**config.mk**
```make
export PLATFORM = sky130hd
export DESIGN_NAME = fcn_matrix_mult
export DESIGN_NICKNAME = d
export VERILOG_FILES = /design/src/rtl/fcn_matrix_mult_pkg.sv /design/src/rtl/fcn_dot_product.sv /design/src/rtl/fcn_matrix_mult.sv
export SDC_FILE = /design/constraint.sdc
export NUM_CORES = 1
export LEC_CHECK = 0
export BUFFER_PORTS_ARGS = -buffer_cell sky130_fd_sc_hd__buf_2
export CORE_ASPECT_RATIO = 1.2
export CORE_MARGIN = 10
export CORE_UTILIZATION = 31
export CTS_CLUSTER_DIAMETER = 120
export CTS_CLUSTER_SIZE = 20
export DETAILED_ROUTE_END_ITERATION = 12
export PLACE_DENSITY = 0.56
export SLEW_MARGIN = 20
export SYNTH_ARGS = -nofsm -noshare
export SYNTH_HDL_FRONTEND = slang
export SYNTH_HIERARCHICAL = 1
export SYNTH_SLANG_ARGS = --single-unit
```
**constraint.sdc**
```tcl
create_clock -name clk -period 15.1 [get_ports clk]
set_clock_uncertainty 0.1 [all_clocks]
set_input_delay 0 -clock clk [delete_from_list [all_inputs] [get_ports clk]]
set_output_delay 0 -clock clk [all_outputs]
set_load 0.02 [all_outputs]
```
**src/rtl/fcn_matrix_mult_pkg.sv**
```systemverilog
// Shared defaults for the fully-connected layer core.
// Sizes match the detection head's final flatten stage.
package fcn_matrix_mult_pkg;
    localparam int FCN_M  = 2;
    localparam int FCN_N  = 3;
    localparam int FCN_DW = 8;
    localparam int FCN_AW = 16;
endpackage

```
**src/rtl/fcn_dot_product.sv**
```systemverilog
// One output neuron: bias plus N signed products, wrapping to ACC_WIDTH.
// Purely combinational; the top level registers the result.
module fcn_dot_product
    import fcn_matrix_mult_pkg::*;
#(
    parameter int N          = FCN_N,
    parameter int DATA_WIDTH = FCN_DW,
    parameter int ACC_WIDTH  = FCN_AW
) (
    input  logic [DATA_WIDTH*N-1:0] w_row_i,
    input  logic [DATA_WIDTH*N-1:0] x_vec_i,
    input  logic [ACC_WIDTH-1:0]    bias_i,
    output logic [ACC_WIDTH-1:0]    sum_o
);
    localparam int PROD_W = 2 * DATA_WIDTH;

    logic signed [PROD_W-1:0]    prod [N];
    logic signed [ACC_WIDTH-1:0] acc;

    for (genvar n = 0; n < N; n++) begin : g_mul
        assign prod[n] = $signed(w_row_i[n*DATA_WIDTH +: DATA_WIDTH])
                       * $signed(x_vec_i[n*DATA_WIDTH +: DATA_WIDTH]);
    end

    // The cast sign-extends or truncates the product to the accumulator width
    always_comb begin
        acc = $signed(bias_i);
        for (int n = 0; n < N; n++) begin
            acc = acc + ACC_WIDTH'(prod[n]);
        end
    end

    assign sum_o = acc;
endmodule

```
**src/rtl/fcn_matrix_mult.sv**
```systemverilog
// Fully-connected layer core: M parallel dot products, one register stage.
// Output vector holds its last value while in_valid is low.
module fcn_matrix_mult
    import fcn_matrix_mult_pkg::*;
#(
    parameter int M          = FCN_M,
    parameter int N          = FCN_N,
    parameter int DATA_WIDTH = FCN_DW,
    parameter int ACC_WIDTH  = FCN_AW
) (
    input  logic                      clk,
    input  logic                      rst,
    input  logic                      in_valid,
    input  logic [DATA_WIDTH*N-1:0]   in_vec_flat,
    input  logic [DATA_WIDTH*M*N-1:0] weight_flat,
    input  logic [ACC_WIDTH*M-1:0]    bias_flat,
    output logic                      out_valid,
    output logic [ACC_WIDTH*M-1:0]    out_vec_flat
);
    logic [ACC_WIDTH*M-1:0] sum_flat;
    logic [ACC_WIDTH*M-1:0] out_vec_d, out_vec_q;
    logic                   out_valid_d, out_valid_q;

    for (genvar m = 0; m < M; m++) begin : g_row
        fcn_dot_product #(
            .N          (N),
            .DATA_WIDTH (DATA_WIDTH),
            .ACC_WIDTH  (ACC_WIDTH)
        ) u_dot (
            .w_row_i (weight_flat[m*N*DATA_WIDTH +: N*DATA_WIDTH]),
            .x_vec_i (in_vec_flat),
            .bias_i  (bias_flat[m*ACC_WIDTH +: ACC_WIDTH]),
            .sum_o   (sum_flat[m*ACC_WIDTH +: ACC_WIDTH])
        );
    end

    always_comb begin
        out_valid_d = in_valid;
        out_vec_d   = in_valid ? sum_flat : out_vec_q;
    end

    always_ff @(posedge clk) begin
        if (rst) begin
            out_valid_q <= 1'b0;
            out_vec_q   <= '0;
        end else begin
            out_valid_q <= out_valid_d;
            out_vec_q   <= out_vec_d;
        end
    end

    assign out_valid    = out_valid_q;
    assign out_vec_flat = out_vec_q;
endmodule

```
=== Word-level counts from Yosys, hierarchy flattened ===
Index checks and enable logic that the tools add are counted.

* Bits in registers: 33
* Latch bits: 0
* RAM bits: 0
* ROM bits: 0
* Input bits: 107
* Logic and storage cells: 14
* Memories: 0

* Add/sub/neg operators: 6
* Multiply operators: 6
* Divide/modulo/power cells: 0
* $lt $le $gt $ge: 0
* Equality and inequality tests: 0
* Shift operators: 0
* Mux-type cells: 0
* Bitwise operators: 0
* Reductions and logical operators: 0

{| class="wikitable"
|+ Operator list
! operator !! number
|-
| $add A16 B16 Y16 || 6
|-
| $mul A8 B8 Y16 || 6
|}

=== Logic depth before layout (Yosys ltp) ===
Gate-level depths: netlist (run 1).

* Depth in word-level cells: 4
* Gate-level depth with buffers: 25
* Gate-level depth less buffers: 24

=== Modules after synthesis ===
Netlist (run 1), hierarchy kept.

{| class="wikitable"
|+ Modules (own cells, without submodules)
! module !! times used !! cells an instance !! area each (um^2)
|-
| fcn_dot_product (g_row[1].u_dot) || 1 || 891 || 8340.5
|-
| fcn_dot_product (g_row[0].u_dot) || 1 || 898 || 8309.2
|-
| fcn_matrix_mult || 1 || 106 || 1202.4
|}

=== Worst setup path after synthesis (run 1) ===
Ideal clock, no wire load.

* Kind: input to register
* Start: input weight_flat[39]
* End: register out_vec_q[27] (netlist: out_vec_flat[27])
* Arrival: 5.580 ns
* Required time: 14.883 ns
* Path slack: 9.303 ns
* Cell stages on the path: 22
* Path buffers: 1
* Cells stage by stage: clkbuf_1 nand2_1 inv_1 fa_1 fa_1 inv_1 fa_1 inv_1 fa_1 fa_1 fa_1 inv_1 fa_1 inv_1 ha_1 a21o_1 a21o_4 a2111oi_4 a21oi_1 xor2_1 mux2i_1 nor2_1

* Cells in the longest elaborated chain, start to end: 3

{| class="wikitable"
|+ Ends and longest elaborated chain
! what !! line !! RTL
|-
| start: declaration || fcn_matrix_mult.sv:15 || <nowiki>input logic [DATA_WIDTH*M*N-1:0] weight_flat,</nowiki>
|-
| $mul A8 B8 Y16 || fcn_dot_product.sv:22 || <nowiki>* $signed(x_vec_i[n*DATA_WIDTH +: DATA_WIDTH]);</nowiki>
|-
| $add A16 B16 Y16 (2 in series) || fcn_dot_product.sv:29 || <nowiki>acc = acc + ACC_WIDTH'(prod[n]);</nowiki>
|-
| named net sum_flat[27] || fcn_matrix_mult.sv:20 || <nowiki>logic [ACC_WIDTH*M-1:0] sum_flat;</nowiki>
|-
| end signal: assignment || fcn_matrix_mult.sv:48 || <nowiki>out_vec_q <= out_vec_d;</nowiki>
|-
| end: declaration || fcn_matrix_mult.sv:21 || <nowiki>logic [ACC_WIDTH*M-1:0] out_vec_d, out_vec_q;</nowiki>
|}

The timed path passes the listed nets, and every way through them passes these cells.
A chain may end at the register's enable or synchronous reset.

=== Worst setup path in the final report (run 1) ===
* Start: input in_vec_flat[17]
* End: register out_vec_q[31] (netlist: out_vec_flat[31])

* Cells in the longest elaborated chain, start to end: 2

{| class="wikitable"
|+ Ends and longest elaborated chain
! what !! line !! RTL
|-
| start: declaration || fcn_matrix_mult.sv:14 || <nowiki>input logic [DATA_WIDTH*N-1:0] in_vec_flat,</nowiki>
|-
| $mul A8 B8 Y16 || fcn_dot_product.sv:22 ||
|-
| $add A16 B16 Y16 || fcn_dot_product.sv:29 ||
|-
| named net sum_flat[31] || fcn_matrix_mult.sv:20 ||
|}

The timed path passes the listed nets, and every way through them passes these cells.

==> flow_summary.toml, run 1 <==
[grt]
antenna_found_initial = 19
grt-ovfl-total = 0
first_global_vias = 14000
grt_max_degree = 34
grt_pass1_wl_um = 74700
grtUsageTotal_pct = 14.1

[clock_tree]
cts_tree = "done"
ctsResizeCount = 0
numCtsBuffers = 5
htreeDepth = 2
cts_buffer_depth = 2
clk_pin_slew_worst_paths_ns = 0.05
numClockSinks = 33
cts-root-buf = "clkbuf_16"
postCtsSetupRepairBufs = 0
clock_latency_ns = 0.28

[sta]
max_freq_mhz = 162
hold_viol = 0
finalSetupTns_ns = 0
slew-limit-headroom_pct = 33.6
setup_viol = 0
rsz0062_at_grt = "false"
min_period_over_period_pct = 40.9
min_period_ns = 6.18
slew_violations = 0
fin_hold_ws_ns = 0.0101
worstMarginPinSlew_ns = 0.996

[cells_and_area]
multi_input_area_mm2 = 0.0148
nets = 2757
area_growth_pct = 9.36
utilization_pct = 34.2
nFillCells = 5879
seq_area_um2 = 661
layout_common_cells = "inv_1 (606), fa_1 (450), nand2_1 (188)"
final_common_cell = "inv_1"
drive_gt1_share_pct = 7.95

[placement]
place_hpwl_um = 40900
io_buffers = 139
gp_congestion = 0.842

[die]
core_mm2 = 0.0571
io_pins = 140
fp-row-count = 96
fp.dieH_um = 283
die_w_um = 239
die-area_mm2 = 0.0676
start_util_pct = 31.3

[yosys]
ys_seq_elements = 33
synth_cells = 1895
mappedNetlistNets = 2626
async_flop_share_pct = 0
syn_area_mm2 = 0.0179
yosysTopAreaCellShare_pct = 50.5
synth_top_area_cell = "fa_1"
ys_types = 48
synth_area_leaders = "fa_1 (50%), inv_1 (13%), ha_1 (12%)"
synth_edf_count = 0
ys_warn_count = 6
yosysSeqAreaShare_pct = 3.70
synth_ff_type = "dfxtp_1"
syn_avg_cell_area_um2 = 9.42

[routing]
wire_per_inst_um = 16.4
firstDrtPassIters = 5
ant_nets = 0
wl_um = 45500
drt_iter0_markers = 563
drc = 0
viasPerCell = 4.42
vias = 12200

[flow_run]
maxCapViolCount = 0

[setup_path]
worstPathCellList = "buf_2 > nand2_1 > fa_1 > inv_1 > fa_1 > inv_1 > fa_1 > inv_1 > fa_1 > fa_1 > fa_1 > inv_1 > fa_1 > inv_1 > ha_1 > a21o_1 > a21o_4 > a21oi_4 > o21ai_2 > a221oi_2 > xnor2_1 > mux2i_1 > nor2_1"
cp_top_family = "adder cells"
cpPeakStageDelay_ns = 0.66
cp-start-kind = "input pin"
critical_path_class = "in2reg"
endpoint_kind = "flip-flop"
cp.required_ns = 15.15
crit_fanout = 16
cpMostUsedCell = "fa_1"
cp_slowest_cell = "fa_1"
critPathArrivalTime_ns = 6.23
path_buf_inv = 6

[min_path]
hold_path.class = "in2reg"

[outcome]
outcome = "finished, final reports clean"
-- tightest hold or removal path, cell delays in order --
cell and delay (ns):
buf_2 0.08, ha_1 0.12, mux2i_1 0.06, nor2_1 0.09
-- logic make-up after synthesis --
group	share of synthesized area [%]
muxes	1.85
and+or+nand+nor	12.1
DFF	3.70
AOI/OAI and AO/OA	2.47
adders and majority gates	62.7
buffers and inverters	13.5
xor gates and xnor gates	3.78
-- timing repair --
| action | CTS | global route |
|---|---|---|
| hold endpoints to repair | 1 | 0 |
| hold buffers | 1 | 0 |
| setup endpoints to repair | 0 | 0 |
-- state kept, by name, summed over array words and instances (netlist names) --
signal / flops
out_vec_flat: 32
out_valid: 1
-- layout make-up --
type                       count  area share, %
clock inverter                 1         0.0385
inverter                     608           11.7
multi-input combinational   1238           75.7
tap                          735           4.71
sequential                    33           3.38
timing repair buffer         140           3.61
antenna                        8          0.103
clock buffer                   6          0.711
-- path summary, 6_finish.rpt --
kind	from	endpoint	slack [ns]	cells past startpoint
max reg2reg	out_vec_flat[13]$_SDFFE_PP0P_	out_vec_flat[13]$_SDFFE_PP0P_	14.35	2
min	bias_flat[16]	out_vec_flat[16]$_SDFFE_PP0P_	0.01	4
max	in_vec_flat[17]	out_vec_flat[31]$_SDFFE_PP0P_	8.92	23
min reg2reg	out_vec_flat[29]$_SDFFE_PP0P_	out_vec_flat[29]$_SDFFE_PP0P_	0.39	2
-- cell usage after synthesis, types with 2 or more instances --
cell and number:
nand3_1 5, dfxtp_1 33, o21bai_1 2, nor2_1 67, ha_1 174, buf_2 3, a21oi_1 16, nand2b_1 18
nor3_1 5, nand2_1 188, xnor2_1 63, a21o_1 8, clkbuf_1 9, nor2b_1 2, a21oi_2 2, and2_1 156
inv_1 606, mux2i_1 33, xor2_1 14, clkinv_1 2, buf_12 3, o21ai_0 7, nor2_2 2, fa_1 450
a21oi_4 2, nand3b_1 2, o21ai_2 2
-- per-layer routing --
metal | track usage (%) | routed length [µm] | vias to the layer above
li1 | - | - | 5651
met1 | 16.8 | 18200 | 6218
met2 | 25.8 | 23700 | 273
met3 | 2.24 | 2380 | 71
met4 | 4.02 | 1120 | 26
met5 | 0 | 126 | -
-- through the flow --
step | instance area [µm²] | worst slack (ns) | std cells
2_1_floorplan | 17900 | 9.30 | 1895
3_3_place_gp | 19300 | 8.72 | 2753
3_5_place_dp | 19300 | 8.65 | 2753
4_1_cts | 19500 | 8.94 | 2761
5_1_grt | 19500 | 8.61 | 2766
6_report | 19500 | 8.92 | 2769
Power of run 1 is left out: the tool's default activity adds up to more than one toggle a clock period on the data nets, which glitch-free logic cannot reach.
==> run 2: changes to the inputs <==
Settings changed: ABC_AREA set to 1.
Clock period 15.1 ns to 5.7 ns, I/O delays scaled along.
==> run 2 against run 1 <==
Sequential share of layout area down 0.51 points. Critical path depth up 3. Synthesized cell count up 26%. Highest routed layer unchanged.
==> flow_summary.toml, run 2 <==
[yosys]
synth.most_common_cell = "inv_1"
ys_types = 30
yosysTopAreaCellShare_pct = 47.7
yosys-top-cells-count = "inv_1 (833), nand2_1 (527), fa_1 (450)"
mappedNetlistNets = 3126
synth_ff_type = "dfxtp_1"
syn_area_mm2 = 0.0189
ys_warn_count = 6
ys_seq_elements = 33
synth_cells = 2395
synth_top_area_cell = "fa_1"
synth_area_leaders = "fa_1 (48%), inv_1 (17%), ha_1 (12%)"
async_flop_share_pct = 0
syn_avg_cell_area_um2 = 7.89
synth_edf_count = 0
yosysSeqAreaShare_pct = 3.50

[setup_path]
critical_path_class = "in2reg"
crit_fanout = 7
cp-start-kind = "input pin"
cp.required_ns = 5.78
endpoint_kind = "flip-flop"
critPathArrivalTime_ns = 5.78

[sta]
finalSetupTns_ns = 0
min_period_over_period_pct = 99.9
slew_violations = 0
fin_hold_ws_ns = 0.0443
slew-limit-headroom_pct = 34.0
worstMarginPinSlew_ns = 0.984
setup_viol = 0
rsz0062_at_grt = "true"
min_period_ns = 5.70
max_freq_mhz = 176
hold_viol = 0

[min_path]
hold_path.class = "in2reg"

[grt]
grt_pass1_wl_um = 83300
grtUsageTotal_pct = 14.8
grt_max_degree = 66
antenna_found_initial = 14
grt-ovfl-total = 0
first_global_vias = 15400

[placement]
place_hpwl_um = 46800
gp_congestion = 0.895
io_buffers = 139

[clock_tree]
cts_tree = "done"
htreeDepth = 2
numClockSinks = 33
clock_latency_ns = 0.28
numCtsBuffers = 5
cts-root-buf = "clkbuf_16"
clk_pin_slew_worst_paths_ns = 0.06
cts_buffer_depth = 2

[cells_and_area]
area_growth_pct = 21.5
largest_register_ffs = 32
drive_gt1_share_pct = 19.8
utilization_pct = 37.9
nets = 3414
layout_common_cells = "inv_1 (801), nand2_1 (512), fa_1 (433)"
nFillCells = 6332
final_common_cell = "inv_1"

[die]
start_util_pct = 31.2
fp-row-count = 99
die-area_mm2 = 0.0713
io_pins = 140
fp.dieH_um = 290
core_mm2 = 0.0606
die_w_um = 245

[routing]
wire_per_inst_um = 14.7
drt_iter0_markers = 701
ant_nets = 0
wl_um = 51500
drc = 0
viasPerCell = 4.15
vias = 14500
firstDrtPassIters = 4

[flow_run]
maxCapViolCount = 0

[outcome]
outcome = "finished, final reports clean"
==> run 2: cell types whose count changed after synthesis, sizes merged, moves of 18 or more <==
cell,previous run,this run
clkbuf,9,90
mux2i,33,0
nor2,69,109
and2,156,0
nand3,5,33
nand2b,18,0
nand2,188,530
inv,606,837
xnor2,63,23
==> run 2: kinds of logic (layout without fill, tap and decap cells) <==
kind of cell,Yosys count,count (layout),synth area share [%]
AO/OA/AOI/OAI,47,47,1.44
XOR/XNOR,51,51,2.36
adder cells (fa/ha/maj),624,624,59.2
buffers and inverters,943,1231,19.0
flip-flops,33,33,3.50
other,0,5,0
AND/OR/NAND/NOR,697,697,14.5
==> run 2: critical path, stage by stage <==
cell	delay, ns
buf_8	0.11
buf_6	0.13
nand2_4	0.07
clkinvlp_4	0.18
buf_4	0.19
buf_6	0.10
fa_1	0.47
fa_1	0.50
fa_1	0.55
fa_1	0.47
fa_1	0.52
fa_1	0.51
inv_1	0.05
fa_1	0.51
inv_2	0.05
ha_4	0.26
nand2_1	0.06
or4_4	0.53
o21ai_2	0.14
inv_1	0.05
nand2_1	0.06
nand2_1	0.04
inv_1	0.04
nand2_1	0.04
nand2_1	0.08
nor2_1	0.05
==> run 2: path summary, 6_finish.rpt <==
check	start	endpoint	slack (ns)	depth (start not counted)
setup / recovery	in_vec_flat[1]	out_vec_flat[15]$_SDFFE_PP0P_	0.004	26
hold / removal	bias_flat[16]	out_vec_flat[16]$_SDFFE_PP0P_	0.04	6
setup reg to reg	out_vec_flat[15]$_SDFFE_PP0P_	out_vec_flat[15]$_SDFFE_PP0P_	4.99	2
hold reg to reg	out_vec_flat[13]$_SDFFE_PP0P_	out_vec_flat[13]$_SDFFE_PP0P_	0.36	2
==> run 2: through the flow <==
step | std cells | setup WS, ns | instance area (µm²)
after global placement | 3450 | -0.474 | 21800
final | 3496 | 0.00420 | 23000
after floorplan | 2395 | 0.0395 | 18900
after detailed placement | 3450 | -0.463 | 21800
after global routing | 3494 | -0.207 | 22900
after CTS | 3458 | 0.00194 | 22000
==> run 2: routing by layer <==
layer / GRT usage (%) / routed length, µm
met1: 19.4 / 22500
met3: 1.81 / 2210
met2: 25.7 / 25600
met5: 0 / 124
met4: 2.92 / 1060
==> run 2: what timing repair did <==
action	4_1_cts	5_1_grt
cloned	0	1
gates resized for setup	15	188
pin swaps	6	90
endpoints found under the setup margin	7	17
hold endpoints to repair	1	0
hold buffers	1	0
buffers inserted	0	34
==> run 2: final cells by class <==
class | count | area (µm²) | share of cell area [%]
clock inverter | 1 | 7.51 | 0.0327
multi-input combinational | 1419 | 15100 | 65.8
inverter | 843 | 3200 | 13.9
antenna | 5 | 12.5 | 0.0545
tap | 808 | 1010 | 4.40
sequential | 33 | 661 | 2.88
timing repair buffer | 381 | 2820 | 12.3
clock buffer | 6 | 139 | 0.605
Power of run 2 is left out for the same reason.
